**src/rtl/mcpu_pkg.sv**
```systemverilog
// Shared opcodes, FSM state encoding and instruction-field offsets for the mcpu.
// Field offsets are functions of the register-address and immediate widths.
package mcpu_pkg;

    localparam logic [2:0] OP_ADD  = 3'd0;
    localparam logic [2:0] OP_SUB  = 3'd1;
    localparam logic [2:0] OP_AND  = 3'd2;
    localparam logic [2:0] OP_ADDI = 3'd3;
    localparam logic [2:0] OP_LI   = 3'd4;
    localparam logic [2:0] OP_BEQ  = 3'd5;
    localparam logic [2:0] OP_JMP  = 3'd6;
    localparam logic [2:0] OP_HALT = 3'd7;

    typedef enum logic [1:0] {
        ST_FETCH  = 2'd0,
        ST_EXEC   = 2'd1,
        ST_HALTED = 2'd2
    } state_e;

    // Instruction word is {op, rd, rs1, rs2, imm}, MSB first.
    function automatic int instr_width(int raw, int immw);
        return 3 + 3 * raw + immw;
    endfunction

    function automatic int op_lsb(int raw, int immw);
        return 3 * raw + immw;
    endfunction

    function automatic int rd_lsb(int raw, int immw);
        return 2 * raw + immw;
    endfunction

    function automatic int rs1_lsb(int raw, int immw);
        return raw + immw;
    endfunction

    function automatic int rs2_lsb(int immw);
        return immw;
    endfunction

endpackage

```
**src/rtl/mcpu_if.sv**
```systemverilog
// Instruction-memory fetch port: the CPU raises req with addr, memory answers with valid and data.
interface mcpu_if #(
    parameter int PCW = 4,
    parameter int IW  = 13
);
    logic           imem_req;
    logic [PCW-1:0] imem_addr;
    logic           imem_valid;
    logic [IW-1:0]  imem_data;

    modport master (output imem_req, imem_addr, input imem_valid, imem_data);
    modport slave  (input imem_req, imem_addr, output imem_valid, imem_data);
endinterface

```
**src/rtl/mcpu_regfile.sv**
```systemverilog
// Register file: two asynchronous read ports, one synchronous write port, flattened dump.
module mcpu_regfile #(
    parameter int  DW   = 8,
    parameter int  NREG = 4,
    localparam int RAW  = $clog2(NREG)
) (
    input  logic                clk,
    input  logic                rst,
    input  logic [RAW-1:0]      ra1_i,
    input  logic [RAW-1:0]      ra2_i,
    output logic [DW-1:0]       rd1_o,
    output logic [DW-1:0]       rd2_o,
    input  logic                we_i,
    input  logic [RAW-1:0]      wa_i,
    input  logic [DW-1:0]       wd_i,
    output logic [NREG*DW-1:0]  regs_flat_o
);

    logic [DW-1:0] regs_q [NREG];

    // NOTE: this array is reset because software relies on every register reading 0 after
    // reset; that forces flops rather than a RAM macro, which is fine at this size.
    always_ff @(posedge clk or posedge rst) begin
        if (rst) begin
            for (int i = 0; i < NREG; i++) regs_q[i] <= '0;
        end else if (we_i) begin
            regs_q[wa_i] <= wd_i;
        end
    end

    assign rd1_o = regs_q[ra1_i];
    assign rd2_o = regs_q[ra2_i];

    for (genvar g = 0; g < NREG; g++) begin : g_flat
        assign regs_flat_o[g*DW +: DW] = regs_q[g];
    end

endmodule

```
**src/rtl/mcpu.sv**
```systemverilog
// Multi-cycle CPU: FETCH over the req/valid port, one-cycle EXEC, HALT parks the core.
// Define MCPU_TRACE_EN to add trace_pc/trace_instr outputs for the retiring instruction.
module mcpu
    import mcpu_pkg::*;
#(
    parameter int  DW   = 8,
    parameter int  NREG = 4,
    parameter int  PCW  = 4,
    parameter int  IMMW = 4,
    localparam int RAW  = $clog2(NREG),
    localparam int IW   = instr_width(RAW, IMMW)
) (
    input  logic                clk,
    input  logic                rst,
    mcpu_if.master              imem,
    output logic                retire,
    output logic                halted,
    output logic [NREG*DW-1:0]  regs_flat
`ifdef MCPU_TRACE_EN
    ,
    output logic [PCW-1:0]      trace_pc,
    output logic [IW-1:0]       trace_instr
`endif
);

    localparam int OP_L  = op_lsb(RAW, IMMW);
    localparam int RD_L  = rd_lsb(RAW, IMMW);
    localparam int RS1_L = rs1_lsb(RAW, IMMW);
    localparam int RS2_L = rs2_lsb(IMMW);

    state_e         state_q, state_d;
    logic [PCW-1:0] pc_q, pc_d, tgt;
    logic [IW-1:0]  ir_q, ir_d;
    logic           halted_q, halted_d;

    logic [2:0]      op;
    logic [RAW-1:0]  rd, rs1, rs2;
    logic [IMMW-1:0] imm;
    logic [DW-1:0]   rs1_val, rs2_val, wd, imm_zx;
    logic            we, taken;

    assign op     = ir_q[OP_L +: 3];
    assign rd     = ir_q[RD_L +: RAW];
    assign rs1    = ir_q[RS1_L +: RAW];
    assign rs2    = ir_q[RS2_L +: RAW];
    assign imm    = ir_q[IMMW-1:0];
    assign imm_zx = DW'(imm);
    assign tgt    = PCW'(imm);
    assign taken  = (op == OP_JMP) || (op == OP_BEQ && rs1_val == rs2_val);

    // NOTE: every signal driven here gets a default first, so no path leaves it unassigned
    // and no latch is inferred.
    always_comb begin
        wd = '0;
        case (op)
            OP_ADD:  wd = rs1_val + rs2_val;
            OP_SUB:  wd = rs1_val - rs2_val;
            OP_AND:  wd = rs1_val & rs2_val;
            OP_ADDI: wd = rs1_val + imm_zx;
            OP_LI:   wd = imm_zx;
            default: wd = '0;
        endcase
    end

    // NOTE: state is updated with non-blocking assignments so all flops sample the
    // pre-edge values, independent of process ordering.
    always_ff @(posedge clk or posedge rst) begin
        if (rst) state_q <= ST_FETCH;
        else     state_q <= state_d;
    end

    always_comb begin
        state_d = state_q;
        case (state_q)
            ST_FETCH:  if (imem.imem_valid) state_d = ST_EXEC;
            ST_EXEC:   state_d = (op == OP_HALT) ? ST_HALTED : ST_FETCH;
            ST_HALTED: state_d = ST_HALTED;
            default:   state_d = ST_FETCH;
        endcase
    end

    always_comb begin
        imem.imem_req = (state_q == ST_FETCH);
        retire        = (state_q == ST_EXEC);
        we            = (state_q == ST_EXEC) && (op <= OP_LI);
    end

    always_comb begin
        pc_d     = pc_q;
        ir_d     = ir_q;
        halted_d = halted_q;
        if (state_q == ST_FETCH && imem.imem_valid) ir_d = imem.imem_data;
        if (state_q == ST_EXEC) begin
            if (op == OP_HALT) halted_d = 1'b1;
            else               pc_d = taken ? tgt : pc_q + PCW'(1);
        end
    end

    always_ff @(posedge clk or posedge rst) begin
        if (rst) begin
            pc_q     <= '0;
            ir_q     <= '0;
            halted_q <= 1'b0;
        end else begin
            pc_q     <= pc_d;
            ir_q     <= ir_d;
            halted_q <= halted_d;
        end
    end

    assign imem.imem_addr = pc_q;
    assign halted         = halted_q;

    mcpu_regfile #(.DW(DW), .NREG(NREG)) u_regfile (
        .clk         (clk),
        .rst         (rst),
        .ra1_i       (rs1),
        .ra2_i       (rs2),
        .rd1_o       (rs1_val),
        .rd2_o       (rs2_val),
        .we_i        (we),
        .wa_i        (rd),
        .wd_i        (wd),
        .regs_flat_o (regs_flat)
    );

`ifdef MCPU_TRACE_EN
    // pc and ir still hold the retiring instruction throughout EXEC.
    assign trace_pc    = pc_q;
    assign trace_instr = ir_q;
`endif

endmodule
```
**src/flat_wrapper.sv**
```systemverilog
// flat-port wrapper written by rule: the top's interface ports become plain ports
module mcpu_flat import mcpu_pkg::*;
#(
    parameter int  DW   = 8,
    parameter int  NREG = 4,
    parameter int  PCW  = 4,
    parameter int  IMMW = 4,
    localparam int RAW  = $clog2(NREG),
    localparam int IW   = instr_width(RAW, IMMW)
)
  (clk, rst, retire, halted, regs_flat, imem_imem_req, imem_imem_addr, imem_imem_valid, imem_imem_data);
  mcpu_if #(.PCW(PCW)) imem_i ();
  input  logic clk;
  input  logic rst;
  output logic retire;
  output logic halted;
  output logic [NREG*DW-1:0] regs_flat;
  output wire logic [$bits(imem_i.imem_req)-1:0] imem_imem_req;
  output wire logic [$bits(imem_i.imem_addr)-1:0] imem_imem_addr;
  input wire logic [$bits(imem_i.imem_valid)-1:0] imem_imem_valid;
  input wire logic [$bits(imem_i.imem_data)-1:0] imem_imem_data;
  assign imem_imem_req = imem_i.imem_req;
  assign imem_imem_addr = imem_i.imem_addr;
  assign imem_i.imem_valid = imem_imem_valid;
  assign imem_i.imem_data = imem_imem_data;
  mcpu #(.DW(DW), .NREG(NREG), .PCW(PCW), .IMMW(IMMW)) u_core (.clk(clk), .rst(rst), .imem(imem_i), .retire(retire), .halted(halted), .regs_flat(regs_flat));
endmodule
```
**config.mk**
```make
export PLATFORM = sky130hd
export DESIGN_NAME = mcpu_flat
export DESIGN_NICKNAME = d
export VERILOG_FILES = /design/src/rtl/mcpu_pkg.sv /design/src/rtl/mcpu_if.sv /design/src/rtl/mcpu_regfile.sv /design/src/rtl/mcpu.sv /design/src/flat_wrapper.sv
export SDC_FILE = /design/constraint.sdc
export NUM_CORES = 1
export LEC_CHECK = 0
export CAP_MARGIN = 15
export CORE_UTILIZATION = 35
export DETAILED_ROUTE_END_ITERATION = 12
export PLACE_DENSITY_LB_ADDON = 0.05
export SLEW_MARGIN = 20
export SYNTH_ARGS = -nofsm -noshare
export SYNTH_HDL_FRONTEND = slang
export SYNTH_HIERARCHICAL = 1
export SYNTH_SLANG_ARGS = --single-unit
```
**constraint.sdc**
```tcl
create_clock -name clk -period 3.5 [get_ports clk]
set_clock_uncertainty 0.2 [all_clocks]
set_input_delay 0.7 -clock clk [delete_from_list [all_inputs] [get_ports clk]]
set_output_delay 0.7 -clock clk [all_outputs]
set_load 0.01 [all_outputs]
```
==> results.json <==
{
  "rows": 36,
  "wl_per_cell_um": 17.55,
  "grt_max_degree": 33,
  "clkLatencyLatePin_ps": 310,
  "synth-seq-cells": 52,
  "final_nets": 411,
  "ant_nets": 0,
  "grt_pass1_vias": 2658,
  "cts_made_buffers": 5,
  "stdcell_area_sq_um": 4373,
  "syn_inst": 310,
  "num-fill-cells": 979,
  "finalWeightedCongestion": 0.8482,
  "switching_share": 0.4462,
  "routed_wl_um": 8828,
  "required_ps": 3560,
  "design.core.area_sq_um": 9774,
  "total_power_mw": 4.707,
  "combinationalPowerShare": 0.677,
  "max-cap-violations": 0,
  "ys_warn_count": 6,
  "p_sw_mw": 2.100,
  "cts_setup_buffers": 0,
  "synth_ff_type": "dfrtp_1",
  "cts_resized": 0,
  "syn2layout_area_growth_pct": 23.59,
  "slew_violations": 0,
  "seqCellArea_sq_um": 1303,
  "clock.fmax_mhz": 302.6,
  "ir_drop_v": 0.0003423,
  "hold_class": "flop to flop",
  "htree_levels": 2,
  "p_clk_frac": 0.081,
  "place_area_sq_um": 4269,
  "min_period_over_period": 0.9443,
  "cp_max_fo": 5,
  "placed_cells": 495,
  "synth.distinct_cells": 44,
  "setup_viol": 0,
  "p_leak_nw": 1.921,
  "vias_per_cell": 5.235,
  "fin_ws_ps": 194.9,
  "startpoint_type": "flop",
  "outcome": "finished clean",
  "drt_iter0_drc": 110,
  "fp.dieH_um": 102.5,
  "dieArea_sq_um": 10520,
  "drc_errors": 0,
  "final_cells": 503,
  "grt_use_total": 0.1808,
  "intPower_mw": 2.607,
  "cp-end-kind": "flop",
  "clkSinkCount": 52,
  "antenna_found_initial": 0,
  "avgSynthCellArea_sq_um": 11.41,
  "dp_slack_ps": 78.16,
  "initial_core_util": 0.3620,
  "first_pass_iters": 5,
  "synth_edf_count": 0,
  "grt.overflow.total": 0,
  "num_vias": 2633,
  "num_io_pins": 55,
  "clk_path_buf_depth": 2,
  "die_w_um": 102.5,
  "port_buffers": 54,
  "insertedDiodeCount": 0,
  "synth_area_leaders": "dfrtp_1 (37%), mux2_2 (16%), mux4_2 (10%)",
  "hold_slack_ps": 292.1,
  "worstMarginPinSlew_ps": 804.3,
  "cts_tree": "yes",
  "seq_area_frac_synth": 0.3678,
  "rsz0062_at_grt": "false",
  "clkSlewWorstSetupHoldPaths_ps": 110,
  "synth.largest_area_cell": "dfrtp_1",
  "utilization": 0.4474,
  "arrival_ps": 3360,
  "drive_above_1_share": 0.2459,
  "p_seq_frac": 0.243,
  "cts-root-buf": "clkbuf_8",
  "hold_buffers": 0,
  "async_flop_share": 1.000,
  "tns_ps": 0,
  "fin_crit_ps": 3305,
  "p_per_area_nw_per_um2": 1076,
  "dp_hpwl_um": 6798,
  "grt_pass1_wl_um": 14260,
  "critPathKind": "flop to flop",
  "hold_viol": 0,
  "slew_headroom": 0.4632,
  "layout_common_cells": "clkdlybuf4s50_1 (54), dfrtp_1 (51), mux2_2 (49), ha_1 (24), a21oi_1 (21)",
  "final_common_cell": "clkdlybuf4s50_1",
  "synth_area_sq_um": 3538,
  "multi_input_area_sq_um": 2128,
  "syn_nets": 352,
  "synth_top_area_frac": 0.3678
}
routing by layer:
metal  GRT usage  part of all wire  vias up
met5           0                 0        -
met4     0.03956            0.0091        0
met3     0.02712             0.025        7
met2      0.2733              0.44       39
met1      0.2726              0.53     1318
li1            -                 -     1269
power by group through the flow:
stage / logic [mW] / clock network [mW] / registers (mW)
final: 3.18 / 0.380 / 1.14
after global routing: 3.51 / 0.422 / 1.19
after CTS: 3.17 / 0.399 / 1.15
after detailed placement: 3.15 / 0 / 1.16
after global placement: 3.14 / 0 / 1.15
after floorplan: 2.12 / 0 / 1.13
cells in the mapped netlist, types with 2 or more instances:
master / count
a21oi_1: 21
o21bai_1: 2
ha_1: 24
and2_1: 5
buf_2: 5
nor2b_1: 4
a21o_1: 4
mux2_2: 49
mux2i_1: 4
a31oi_1: 3
nand4_1: 3
xor2_1: 4
clkbuf_1: 5
o21ai_0: 12
inv_1: 17
buf_1: 2
fa_1: 2
and3_1: 2
o21a_1: 2
a22oi_1: 3
mux4_2: 16
a211oi_1: 7
nand3_1: 6
dfrtp_1: 52
xnor2_1: 3
nor2_1: 8
o22ai_1: 2
nand3b_2: 2
o211ai_1: 3
nand3b_1: 3
and4b_1: 2
nand2_1: 18
nand2b_1: 4
state kept, by name, summed over array words and instances, names as in the netlist:
register,count
u_core/u_regfile/regs_flat_o,32
u_core/ir_q,13
u_core/imem.imem_addr,4
u_core/state_q,2
u_core/halted,1
worst paths after layout:
kind	to	slack (ps)	from	cells past startpoint
worst max-delay path	u_core/u_regfile/regs_flat_o[31]$_DFFE_PP0P_	190	u_core/ir_q[4]$_DFFE_PP0P_	9
worst min-delay path	u_core/halted$_DFFE_PP0P_	290	u_core/halted$_DFFE_PP0P_	1
worst max register to register	u_core/u_regfile/regs_flat_o[31]$_DFFE_PP0P_	190	u_core/ir_q[4]$_DFFE_PP0P_	9
worst min register to register	u_core/halted$_DFFE_PP0P_	290	u_core/halted$_DFFE_PP0P_	1
max in group asynchronous	u_core/ir_q[4]$_DFFE_PP0P_	1890	rst	2
min in group asynchronous	u_core/u_regfile/regs_flat_o[1]$_DFFE_PP0P_	590	rst	3
critical path, stage by stage (launching register included):
cell and delay, ps:
dfrtp_2 440, mux4_2 540, mux2_2 300, ha_1 290
a211oi_1 330, o211ai_1 140, a21oi_1 200, mux2_2 360
a31oi_2 270, mux2_2 190
cell families after synthesis:
family          after synthesis  share of synthesized area
fa+ha+maj                    26                    0.09618
simple gates                 65                     0.1096
flops                        52                     0.3678
xor+xnor                      7                    0.01733
buf+inv                      29                    0.03253
mux                          69                     0.2691
compound gates               62                     0.1075
area by class of cell:
type	count	share of cell area
timing repair buffer	64	0.1408
sequential	52	0.2979
inverter	17	0.01459
tap	133	0.03805
multi-input combinational	229	0.4867
clock buffer	6	0.01888
clock inverter	2	0.003147
Note: power is estimated with default switching activity, not from simulation.
